## config.mk

```make
export PLATFORM = sky130hd
export DESIGN_NAME = run_controller_flat
export DESIGN_NICKNAME = d
export VERILOG_FILES = /design/src/rtl/run_controller_if.sv /design/src/rtl/run_controller.sv /design/src/flat_wrapper.sv
export SDC_FILE = /design/constraint.sdc
export NUM_CORES = 1
export LEC_CHECK = 0
export ABC_CLOCK_PERIOD_IN_PS = 3650
export CAP_MARGIN = 10
export CORE_MARGIN = 3
export CORE_UTILIZATION = 49
export CTS_CLUSTER_DIAMETER = 50
export DETAILED_ROUTE_END_ITERATION = 16
export GPL_ROUTABILITY_DRIVEN = 0
export PLACE_DENSITY = 0.88
export SYNTH_ARGS = -nofsm -noshare
export SYNTH_HDL_FRONTEND = slang
export SYNTH_SLANG_ARGS = --single-unit
```

## constraint.sdc

```tcl
create_clock -name clk -period 3.65 [get_ports clk]
set_input_delay 0.5475 -clock clk [delete_from_list [all_inputs] [get_ports clk]]
set_output_delay 0.5475 -clock clk [all_outputs]
set_load 0.05 [all_outputs]
```

## src/rtl/run_controller_if.sv

```systemverilog
// Front-panel/debug control and datapath enable signals of the SAP-1 run controller.
interface run_controller_if #(
  parameter int unsigned DIV_WIDTH   = 16,
  parameter int unsigned CYCLE_WIDTH = 32
);
  logic                   i_run_toggle;
  logic                   i_step;
  logic                   i_step_instr;
  logic                   i_halt_req;
  logic                   i_instr_end;
  logic [DIV_WIDTH-1:0]   i_div;
  logic                   o_clk_en;
  logic                   o_halt;
  logic [2:0]             o_state;
  logic [CYCLE_WIDTH-1:0] o_cycles;

  modport master (
    output i_run_toggle, i_step, i_step_instr, i_halt_req, i_instr_end, i_div,
    input  o_clk_en, o_halt, o_state, o_cycles
  );

  modport slave (
    input  i_run_toggle, i_step, i_step_instr, i_halt_req, i_instr_end, i_div,
    output o_clk_en, o_halt, o_state, o_cycles
  );
endinterface

```

## src/rtl/run_controller.sv

```systemverilog
// SAP-1 run controller: generates the global clock-enable pulse and the halt line for
// free-run (prescaled), single-cycle step, single-instruction step and latched HLT.
module run_controller #(
  parameter int unsigned DIV_WIDTH   = 16,
  parameter int unsigned CYCLE_WIDTH = 32
) (
  input logic              clk,
  input logic              rst,
  run_controller_if.slave  bus
);

  typedef enum logic [2:0] {
    StStopped   = 3'd0,
    StRunning   = 3'd1,
    StStepCycle = 3'd2,
    StStepInstr = 3'd3,
    StHalted    = 3'd4
  } state_e;

  state_e                 state_q, state_d;
  logic [DIV_WIDTH-1:0]   div_cnt_q, div_cnt_d;
  logic [CYCLE_WIDTH-1:0] cycles_q;
  logic                   tick;
  logic                   emitting;
  logic                   clk_en;

  always_comb begin
    tick      = (div_cnt_q == '0);
    emitting  = (state_q == StRunning) || (state_q == StStepInstr);
    clk_en    = 1'b0;
    state_d   = state_q;
    // Outside emitting states the prescaler is held at the reload value.
    div_cnt_d = bus.i_div;
    if (emitting && !tick) begin
      div_cnt_d = div_cnt_q - DIV_WIDTH'(1);
    end

    case (state_q)
      StStopped: begin
        if (bus.i_run_toggle) begin
          state_d = StRunning;
        end else if (bus.i_step && bus.i_step_instr) begin
          state_d = StStepInstr;
        end else if (bus.i_step) begin
          state_d = StStepCycle;
        end
      end
      StRunning: begin
        clk_en = tick && !bus.i_halt_req;
        if (tick && bus.i_halt_req) begin
          state_d = StHalted;
        end else if (bus.i_run_toggle) begin
          state_d = StStopped;
        end
      end
      StStepCycle: begin
        // HLT is deliberately not checked: a cycle step always advances.
        clk_en  = 1'b1;
        state_d = StStopped;
      end
      StStepInstr: begin
        clk_en = tick && !bus.i_halt_req;
        if (tick && bus.i_halt_req) begin
          state_d = StHalted;
        end else if (tick && bus.i_instr_end) begin
          state_d = StStopped;
        end else if (bus.i_run_toggle) begin
          state_d = StStopped;
        end
      end
      StHalted: begin
        state_d = StHalted;
      end
      default: begin
        state_d = StStopped;
      end
    endcase
  end

  always_ff @(posedge clk) begin
    if (rst) begin
      state_q   <= StStopped;
      div_cnt_q <= bus.i_div;
      cycles_q  <= '0;
    end else begin
      state_q   <= state_d;
      div_cnt_q <= div_cnt_d;
      cycles_q  <= cycles_q + CYCLE_WIDTH'(clk_en);
    end
  end

  assign bus.o_clk_en = clk_en;
  assign bus.o_halt   = (state_q == StHalted);
  assign bus.o_state  = state_q;
  assign bus.o_cycles = cycles_q;

endmodule

```

## src/flat_wrapper.sv

```systemverilog
// flat-port wrapper written by rule: the top's interface ports become plain ports
module run_controller_flat 
#(
  parameter int unsigned DIV_WIDTH   = 16,
  parameter int unsigned CYCLE_WIDTH = 32
)
  (clk, rst, bus_i_run_toggle, bus_i_step, bus_i_step_instr, bus_i_halt_req, bus_i_instr_end, bus_i_div, bus_o_clk_en, bus_o_halt, bus_o_state, bus_o_cycles);
  run_controller_if #(.DIV_WIDTH(DIV_WIDTH), .CYCLE_WIDTH(CYCLE_WIDTH)) bus_i ();
  input logic clk;
  input logic rst;
  input wire logic [$bits(bus_i.i_run_toggle)-1:0] bus_i_run_toggle;
  input wire logic [$bits(bus_i.i_step)-1:0] bus_i_step;
  input wire logic [$bits(bus_i.i_step_instr)-1:0] bus_i_step_instr;
  input wire logic [$bits(bus_i.i_halt_req)-1:0] bus_i_halt_req;
  input wire logic [$bits(bus_i.i_instr_end)-1:0] bus_i_instr_end;
  input wire logic [$bits(bus_i.i_div)-1:0] bus_i_div;
  output wire logic [$bits(bus_i.o_clk_en)-1:0] bus_o_clk_en;
  output wire logic [$bits(bus_i.o_halt)-1:0] bus_o_halt;
  output wire logic [$bits(bus_i.o_state)-1:0] bus_o_state;
  output wire logic [$bits(bus_i.o_cycles)-1:0] bus_o_cycles;
  assign bus_i.i_run_toggle = bus_i_run_toggle;
  assign bus_i.i_step = bus_i_step;
  assign bus_i.i_step_instr = bus_i_step_instr;
  assign bus_i.i_halt_req = bus_i_halt_req;
  assign bus_i.i_instr_end = bus_i_instr_end;
  assign bus_i.i_div = bus_i_div;
  assign bus_o_clk_en = bus_i.o_clk_en;
  assign bus_o_halt = bus_i.o_halt;
  assign bus_o_state = bus_i.o_state;
  assign bus_o_cycles = bus_i.o_cycles;
  run_controller #(.DIV_WIDTH(DIV_WIDTH), .CYCLE_WIDTH(CYCLE_WIDTH)) u_core (.clk(clk), .rst(rst), .bus(bus_i));
endmodule
```

=== After elaboration in Yosys (flattened, before gate mapping) ===
Index checks and enable logic that the tools add are counted.

* Muxes and demuxes: 11
* Add/subtract/negate cells: 2
* Reduce and logical (&&, ||, !) cells: 11
* Equal/unequal tests: 5

{| class="wikitable"
|+ Operator list
! operator !! number
|-
| $add 32x1->32 || 1
|-
| $mux 16 || 2
|-
| $mux 3 || 7
|-
| $logic_not 16->1 || 1
|-
| $sub 16x1->16 const B || 1
|-
| $pmux 3 s4 || 1
|-
| $eq 3x2->1 const B || 2
|-
| $logic_and 1x1->1 || 5
|-
| $ne 4x3->1 const B || 1
|-
| $eq 3x1->1 const B || 1
|-
| $eq 3x3->1 const B || 1
|-
| $logic_not 3->1 || 1
|-
| $logic_not 1->1 || 2
|-
| $pmux 1 s2 || 1
|-
| $reduce_or 2->1 || 1
|-
| $logic_or 1x1->1 || 1
|}

* Output and inout bits: 37
* Register bits: 51
* Logic and storage cells: 32
* Input port bits: 23

=== Longest topological paths before layout ===
Gate-level depths: netlist of run 1.

* Word-level depth: 5
* Depth in mapped cells: 14
* Depth with buffers taken out: 14

=== Worst setup path after synthesis of run 1 ===
Ideal clock, no wire load.

* Path kind: register to register
* Start: reg u_core.div_cnt_q[8]
* End: reg u_core.cycles_q[31] (netlist: u_core.bus.o_cycles[31])
* Buffers on the path: 0
* Data arrival time: 3,796 ps
* Clock period less this slack: 3,866 ps
* Stages on the path, launching flop included: 12
* Library setup time: 71 ps
* Setup slack: -216 ps
* Required time: 3,579 ps
* Cell sequence: dfxtp_1 -> or4_4 -> or4_4 -> nor3_1 -> a21oi_1 -> nor2_1 -> ha_1 -> nand3_1 -> nor2_1 -> nand3_1 -> or3_1 -> a21oi_1

* Cells in the longest elaborated chain, start to end: 4

{| class="wikitable"
|+ RTL lines
! item !! line !! RTL
|-
| start: declaration || run_controller.sv:21 || <nowiki>logic [DIV_WIDTH-1:0] div_cnt_q, div_cnt_d;</nowiki>
|-
| start signal: assignment || run_controller.sv:83 || <nowiki>div_cnt_q <= bus.i_div;</nowiki>
|-
| start signal: assignment || run_controller.sv:87 || <nowiki>div_cnt_q <= div_cnt_d;</nowiki>
|-
| $logic_not 16->1 || run_controller.sv:28 || <nowiki>tick = (div_cnt_q == '0);</nowiki>
|-
| $logic_and 1x1->1 || run_controller.sv:49, run_controller.sv:62 ||
|-
| $pmux 1 s2 || run_controller.sv:38 || <nowiki>case (state_q)</nowiki>
|-
| named net bus_o_clk_en || flat_wrapper.sv:17 || <nowiki>output wire logic [$bits(bus_i.o_clk_en)-1:0] bus_o_clk_en;</nowiki>
|-
| $add 32x1->32 || run_controller.sv:88 || <nowiki>cycles_q <= cycles_q + CYCLE_WIDTH'(clk_en);</nowiki>
|-
| end signal: assignment || run_controller.sv:88 ||
|-
| end: declaration || run_controller.sv:22 || <nowiki>logic [CYCLE_WIDTH-1:0] cycles_q;</nowiki>
|}

The timed path passes the listed nets, and every way through them passes these cells.
A chain may end at the register's enable or synchronous reset.

=== Worst setup path in the final report of run 1 ===
* Start: reg u_core.div_cnt_q[0]
* End: out bus_o_clk_en

* Cells in the longest elaborated chain, start to end: 3

{| class="wikitable"
|+ RTL lines
! item !! line
|-
| $logic_not 16->1 || run_controller.sv:28
|-
| $logic_and 1x1->1 || run_controller.sv:49, run_controller.sv:62
|-
| $pmux 1 s2 || run_controller.sv:38
|-
| end: declaration || flat_wrapper.sv:17
|}

Every way passes these cells.

==> flow_summary.toml, run 1 <==
[outcome]
outcome = "finished, final reports clean"

[floorplan]
core_um2 = 4820
die_y_um = 77.2
fp-row-count = 25
start_util = 0.516
fp.dieArea_um2 = 5960
fp.dieW_um = 77.2
io-pin-count = 60

[global_route]
grt_pass1_wl_um = 9240
grt_usage = 0.186
grt_max_degree = 35
grt_overflow = 0
first_global_vias = 2121
grt_antenna_before_repair = 0

[worst_setup_path]
timing.rr.end = "u_core.bus.o_cycles[16]"
reg2reg_from = "u_core.div_cnt_q[0]"
critPathMaxFanout = 5
crit_path_end = "bus_o_clk_en"
worstSetupStartpointType = "register"
reg2regPathDepth = 14
cp.arrival_ns = 2.84
crit_path_end_kind = "output pin"
rrSetupSlack_ns = 0.34
worstSetupPathType = "reg2out"
crit_path_start = "u_core.div_cnt_q[0]"
critPathRequiredTime_ns = 3.10

[placement]
dp.cells = 399
dpl_worst_slack_ns = 0.236
port_buffers = 59
dp_hpwl_um = 3920

[clock_tree]
cts_max_path_buffers = 2
cts_tree = "built"
clockRootBuffer = "clkbuf_8"
htree_levels = 2
cts_made_buffers = 5
cts.sink_count = 51
clkTransAtPathRegs_ns = 0.09
clkLatencyLatePin_ns = 0.30
post_cts_buffers = 0
hold_buffers = 0

[timing]
hold_viol_final = 0
clock.fmax_mhz = 295
min_period_ns = 3.39
rsz0062_at_grt = "no"
setup_ws_ns = 0.261
worst_pin_slew_ns = 0.629
hold_ws_ns = 0.496
setup_viol = 0
skew_ns = 0.0102
finalMaxSlewViolations = 0
post-route-period-util = 0.928
max-slew-margin-rel = 0.578
setup_tns_ns = 0

[finish]
regArea_um2 = 1020
diodes = 0
n_fill_cell = 399
final_cell_mix = "58 x clkdlybuf4s50_1, 51 x dfxtp_1, 39 x nor2_1"
multi_input_area_um2 = 1380
final_cells = 406
area_growth_pct = 29.7
drive_above_1_share = 0.124
final_common_cell = "clkdlybuf4s50_1"
fin_nets = 366

[synthesis]
synthMuxAreaShare = 0
synth_simple_gate_area_frac = 0.298
synth-compound-area-share = 0.0856
synth_top_family_by_area = "simple AND/OR/NAND/NOR gates"
synth_cell_types = 33
synth_seq_area_share = 0.411
yosysTopAreaCell = "dfxtp_1"
synth-xor-area-share = 0.148
synth_fa_ha_area_frac = 0.0201
syn_inst = 278
synth_area_um2 = 2480
synthArstFlopShare = 0
synthFlopType = "dfxtp_1"
synth_area_leaders = "dfxtp_1 41%, xor2_1 11%, nor2_1 6.0%"
ys_seq_elements = 51
synth.yosys.warnings = 0
synth_edf_count = 0
synth_nets = 305
yosysTopAreaCellShare = 0.411
syn_area_per_cell_um2 = 8.94

[drt]
viasPerCell = 5.37
wl_per_cell_um = 12.9
ant_nets = 0
vias = 2181
drtIter0Drc = 101
wirelength_um = 5250
route.detailed.drc = 0
firstDrtPassIters = 5

[power]
power.density_nw_per_um2 = 355
ir_drop_v = 0.000193
p_total_mw = 1.14
leakagePower_nw = 1.17

[run]
maxCapViolations = 0

[worst_hold_path]
hp-class = "reg2reg"
worst min-delay path by stage:
stage	start	endpoint	slack (ns)	depth (start not counted)
after floorplan	u_core.div_cnt_q[0]	u_core.div_cnt_q[0]	0.47	1
after global placement	u_core.bus.o_cycles[31]	u_core.bus.o_cycles[31]	0.47	2
after detailed placement	u_core.bus.o_cycles[31]	u_core.bus.o_cycles[31]	0.49	2
after CTS	u_core.bus.o_cycles[31]	u_core.bus.o_cycles[31]	0.50	2
after global routing	u_core.bus.o_cycles[31]	u_core.bus.o_cycles[31]	0.55	2
final	u_core.bus.o_cycles[31]	u_core.bus.o_cycles[31]	0.50	2
cells in the mapped netlist (2+ instances only):
library cell / count
or4_1: 2
inv_1: 4
xnor2_1: 12
or4_4: 2
ha_1: 4
and3_1: 5
nor4_1: 6
nor3_1: 10
nand4_1: 12
nor2_1: 40
xor2_1: 30
or3_1: 4
and2_1: 3
or4b_1: 2
and4_1: 4
nor2b_1: 2
o21ai_0: 3
o21ai_2: 15
a21oi_1: 7
nand2_1: 20
nand3_1: 14
nand2_2: 10
clkbuf_1: 5
buf_12: 2
a21o_1: 2
dfxtp_1: 51
flip-flops by register name, summed over array words and instances, names as in the netlist:
name                 count
u_core.bus.o_cycles     32
u_core.bus.o_state       3
u_core.div_cnt_q        16
area by class of cell:
cell class / instances / area share
multi-input cells: 214 / 0.427
flip-flops and latches: 51 / 0.317
repair buffers: 63 / 0.192
well taps: 67 / 0.0260
clock buffers: 5 / 0.0214
clock inverters: 2 / 0.0116
inverters: 4 / 0.00466
layer usage:
| layer | up-vias | GRT usage | routed length [um] |
|---|---|---|---|
| met1 | 997 | 0.209 | 2150 |
| met4 | 0 | 0.0854 | 158 |
| li1 | 1078 | - | - |
| met2 | 88 | 0.326 | 2630 |
| met5 | - | 0 | 0 |
| met3 | 18 | 0.0493 | 318 |
power breakdown:
group	switching, mW	leakage, nW	internal (mW)
combinational	0.0869	0.705	0.0713
sequential	0.0283	0.417	0.580
clock	0.177	0.0502	0.200
total	0.292	1.17	0.852
critical path, stage by stage (launching register included):
cell	delay (ns)
dfxtp_1	0.37
inv_1	0.12
ha_1	0.18
or4b_1	0.44
or4_4	0.50
nor3_1	0.19
a21oi_1	0.08
nor2_2	0.11
dlygate4sd2_1	0.57
repair_timing:
action	CTS	global route
pin swaps	0	0
endpoints found under the setup margin	1	1
gates resized for setup	1	1
kinds of logic (layout without fill, tap and decap cells):
group,Yosys count,in the layout
simple gates,139,139
flops,51,51
xor+xnor,42,42
compound gates,29,29
buf+inv,13,74
fa+ha+maj,4,4
metrics by stage:
step	utilization	area [um2]
after global placement	0.646	3110
after global routing	0.669	3220
after CTS	0.668	3220
after floorplan	-	2490
after detailed placement	0.646	3110
final	0.669	3220
Power figures use the tool's default switching activity.
==> run 2, diff against run 1 <==
Settings changed: GPL_TIMING_DRIVEN set to 0, SKIP_LAST_GASP set to 1.
==> flow_summary.toml, run 2 (synthesis results as in run 1) <==
[outcome]
outcome = "finished, final reports clean"

[worst_setup_path]
critPathMaxFanout = 9
crit_path_end_kind = "register"
cp_num_buf_inv = 0
reg2regPathDepth = 11
rrSetupSlack_ns = 0.32
worstSetupStartpointType = "register"
cp_cell_sequence = "or4_4, or4_4, nor3_1, a21oi_1, nor2_2, ha_1, nand3_1, nor2_2, nand3_1, or3_1, a21oi_1"
cp.arrival_ns = 3.57
critPathTopFamily = "simple AND/OR/NAND/NOR gates"
worstSetupPathType = "reg2reg"
timing.rr.end = "u_core.bus.o_cycles[31]"
critPathRequiredTime_ns = 3.88
crit_slowest_cell = "or4_4"
reg2reg_from = "u_core.div_cnt_q[8]"
cp_slowest_stage_delay_ns = 0.62

[finish]
final_cell_mix = "57 x clkdlybuf4s50_1, 51 x dfxtp_1, 37 x nor2_1"
regArea_um2 = 1020
largest_reg_flops = 32
final_area_um2 = 3280
final_common_cell = "clkdlybuf4s50_1"
fin_nets = 370
multi_input_area_um2 = 1380
n_fill_cell = 423
drive_above_1_share = 0.131
fin_util = 0.680
diodes = 0
area_growth_pct = 31.9

[floorplan]
fp-row-count = 25
start_util = 0.516
fp.dieW_um = 77.2
die_y_um = 77.2
core_um2 = 4820
fp.dieArea_um2 = 5960
io-pin-count = 60

[worst_hold_path]
min_from = "u_core.div_cnt_q[0]"
hp-class = "reg2reg"
holdPathStages = 1
min_to = "u_core.div_cnt_q[0]"

[power]
netSwitchingFraction = 0.257
ir_drop_v = 0.000262
p_seq_frac = 0.522
combPwrFrac = 0.144
power.density_nw_per_um2 = 355
p_int_mw = 0.864
clkPwrFrac = 0.334
leakagePower_nw = 1.21
power.net_switching_mw = 0.300

[timing]
skew_ns = 0.00613
setup_tns_ns = 0
setup_viol = 0
hold_viol_final = 0
clock.fmax_mhz = 300
min_period_ns = 3.33
worst_pin_slew_ns = 0.602
finalMaxSlewViolations = 0
rsz0062_at_grt = "no"
max-slew-margin-rel = 0.596
post-route-period-util = 0.913

[drt]
route.detailed.drc = 0
wl_per_cell_um = 12.6
firstDrtPassIters = 4
drtIter0Drc = 85
vias = 2133
viasPerCell = 5.19
wirelength_um = 5200
ant_nets = 0

[run]
maxCapViolations = 0

[global_route]
grt_pass1_wl_um = 9200
grt_usage = 0.186
grt_overflow = 0
first_global_vias = 2028
grt_max_degree = 17
grt_antenna_before_repair = 0

[placement]
place_area_um2 = 3150
port_buffers = 58
dp_hpwl_um = 3950

[clock_tree]
clkLatencyLatePin_ns = 0.30
cts_made_buffers = 5
clkTransAtPathRegs_ns = 0.09
clockRootBuffer = "clkbuf_8"
cts_tree = "built"
cts_max_path_buffers = 2
cts.sink_count = 51
htree_levels = 2
post_cts_buffers = 0
==> run 2: cell types whose count changed in the layout (fill, tap and decap cells not counted) <==
cell	previous run	this run
buf_2	0	1
dlymetal6s2s_1	0	1
clkdlybuf4s50_1	58	57
nor2_2	1	3
clkbuf_1	0	5
clkinvlp_4	1	0
nor2_1	39	37
clkinv_4	0	1
buf_4	4	0
buf_12	0	2
dlygate4sd2_1	1	0
buf_8	0	1
clkinv_2	0	1
==> run 2: final cells by class <==
class	count	area share
inverters	4	0.00458
multi-input cells	214	0.422
well taps	67	0.0256
repair buffers	58	0.178
clock inverters	3	0.0134
clock buffers	5	0.0210
plain buffers	9	0.0241
flip-flops and latches	51	0.312
==> run 2: what timing repair did <==
| item | CTS | global route |
|---|---|---|
| gates resized for setup | 0 | 4 |
| hold buffers | 0 | 0 |
| setup endpoints to repair | 0 | 12 |
==> run 2: worst max path at each step <==
stage / start / end / cells past startpoint
5_1_grt: u_core.div_cnt_q[0] / u_core.bus.o_cycles[31] / 13
4_1_cts: u_core.div_cnt_q[8] / bus_o_clk_en / 6
3_5_place_dp: u_core.div_cnt_q[8] / u_core.bus.o_cycles[31] / 11
6_report: u_core.div_cnt_q[8] / u_core.bus.o_cycles[31] / 11
3_3_place_gp: u_core.div_cnt_q[8] / u_core.bus.o_cycles[31] / 11
2_1_floorplan: u_core.div_cnt_q[8] / u_core.bus.o_cycles[31] / 11
==> run 2: layer usage <==
metal / share of wire / GRT usage
met1: 0.43 / 0.219
met2: 0.51 / 0.337
met3: 0.048 / 0.0434
met4: 0.0079 / 0.0427
met5: 0 / 0
==> run 2: through the flow <==
stage	power (mW)	instances	setup slack (ns)	hold WS, ns
floorplan	0.731	278	0.0477	0.472
global placement	0.782	403	0.240	0.480
detailed placement	0.788	403	0.170	0.499
CTS	1.17	411	0.103	0.511
global route	1.22	411	0.0351	0.552
finish	1.16	411	0.316	0.519
==> run 2: power by group through the flow <==
stage | sequential, mW | combinational, mW | clock, mW
finish | 0.607 | 0.168 | 0.389
detailed placement | 0.619 | 0.169 | 0
floorplan | 0.629 | 0.101 | 0
global route | 0.611 | 0.183 | 0.423
global placement | 0.618 | 0.164 | 0
CTS | 0.606 | 0.170 | 0.394
==> run 3, diff against run 2 <==
Settings changed: ABC_CLOCK_PERIOD_IN_PS 3650 to 3700.
Clock period 3.65 ns to 3.7 ns, I/O delays scaled along.
==> flow_summary.toml, run 3 (synthesis results as in run 1) <==
[outcome]
outcome = "finished, final reports clean"

[timing]
skew_ns = 0.00631
min_period_ns = 3.37
setup_tns_ns = 0
clock.fmax_mhz = 297
hold_viol_final = 0
finalMaxSlewViolations = 0
hold_ws_ns = 0.519
setup_viol = 0
post-route-period-util = 0.911
rsz0062_at_grt = "no"
worst_pin_slew_ns = 0.602
max-slew-margin-rel = 0.596

[clock_tree]
clkTransAtPathRegs_ns = 0.09
clkLatencyLatePin_ns = 0.30
cts_max_path_buffers = 2
post_cts_buffers = 0
cts.sink_count = 51
clockRootBuffer = "clkbuf_8"
htree_levels = 2
cts_tree = "built"
cts_made_buffers = 5
hold_buffers = 0

[worst_setup_path]
worstSetupPathType = "reg2reg"
worstSetupStartpointType = "register"
cp.arrival_ns = 3.56
cp_slowest_stage_delay_ns = 0.62
critPathRequiredTime_ns = 3.89
crit_path_end_kind = "register"
cp_cell_sequence = "or4_4, or4_4, nor3_1, a21oi_1, nor2_2, ha_1, ha_1, nand2_1, nor3_1, nand4_1, xor2_1, nor2_1"
cp_num_buf_inv = 0
critPathTopFamily = "simple AND/OR/NAND/NOR gates"
crit_slowest_cell = "or4_4"
critPathMaxFanout = 5

[floorplan]
core_um2 = 4820
fp-row-count = 25
io-pin-count = 60
die_y_um = 77.2
fp.dieArea_um2 = 5960
fp.dieW_um = 77.2
start_util = 0.516

[finish]
diodes = 0
area_growth_pct = 31.7
final_cell_mix = "57 x clkdlybuf4s50_1, 51 x dfxtp_1, 37 x nor2_1"
drive_above_1_share = 0.128
final_common_cell = "clkdlybuf4s50_1"
fin_nets = 370
largest_reg_flops = 32

[power]
power.density_nw_per_um2 = 351
leakagePower_nw = 1.21
ir_drop_v = 0.000259
p_total_mw = 1.15

[worst_hold_path]
hp-class = "reg2reg"

[drt]
route.detailed.drc = 0
firstDrtPassIters = 4
ant_nets = 0
viasPerCell = 5.18
vias = 2128
wl_per_cell_um = 12.7
wirelength_um = 5210
drtIter0Drc = 80

[placement]
dp_hpwl_um = 3950
port_buffers = 58

[global_route]
grt_antenna_before_repair = 0
grt_usage = 0.186
grt_pass1_wl_um = 9200
grt_max_degree = 17
first_global_vias = 2028
grt_overflow = 0

[run]
maxCapViolations = 0
## run 3: area by class of cell
cell class	instances	area, um2
Buffer	9	78.8
Clock buffer	5	68.8
Clock inverter	3	43.8
Fill cell	424	1550
Inverter	4	15.0
Multi-Input combinational cell	214	1380
Sequential cell	51	1020
Tap cell	67	83.8
Timing Repair Buffer	58	583
## run 3: what timing repair did
item	4_1_cts	5_1_grt
resized for setup	0	3
setup endpoints to repair	0	9
endpoints found under the hold margin	0	0
## run 3: path summary, 6_finish.rpt
| kind | from | to | slack [ns] | depth (start not counted) |
|---|---|---|---|---|
| max | u_core.div_cnt_q[8] | u_core.bus.o_cycles[16] | 0.33 | 12 |
| min | u_core.div_cnt_q[0] | u_core.div_cnt_q[0] | 0.52 | 1 |
| max reg2reg | u_core.div_cnt_q[8] | u_core.bus.o_cycles[16] | 0.33 | 12 |
| min reg2reg | u_core.div_cnt_q[0] | u_core.div_cnt_q[0] | 0.52 | 1 |
## run 3: power by group
part	total (mW)	switching [mW]	internal (mW)	leakage (nW)
logic	0.166	0.0870	0.0785	0.732
clock network	0.383	0.182	0.201	0.0581
registers	0.599	0.0265	0.572	0.417
## run 3: metrics by stage
stage,utilization,instance area [um2],std cells,setup WS [ns]
2_1_floorplan,-,2490,278,0.0977
3_3_place_gp,0.654,3150,403,0.290
3_5_place_dp,0.654,3150,403,0.220
4_1_cts,0.678,3260,411,0.145
5_1_grt,0.679,3270,411,0.0121
6_report,0.679,3270,411,0.329
## run 3: metal layers
| layer | GRT usage | wire, um |
|---|---|---|
| met1 | 0.219 | 2240 |
| met3 | 0.0434 | 228 |
| met4 | 0.0427 | 41 |
| met2 | 0.337 | 2700 |
| met5 | 0 | 0 |
## run 3: worst register-to-register path, stage by stage (launching register included)
cell and delay [ns]:
dfxtp_1 0.34, or4_4 0.57, or4_4 0.62, nor3_1 0.16, a21oi_1 0.07, nor2_2 0.10, ha_1 0.22, ha_1 0.24
nand2_1 0.10, nor3_1 0.45, nand4_1 0.19, xor2_1 0.16, nor2_1 0.05
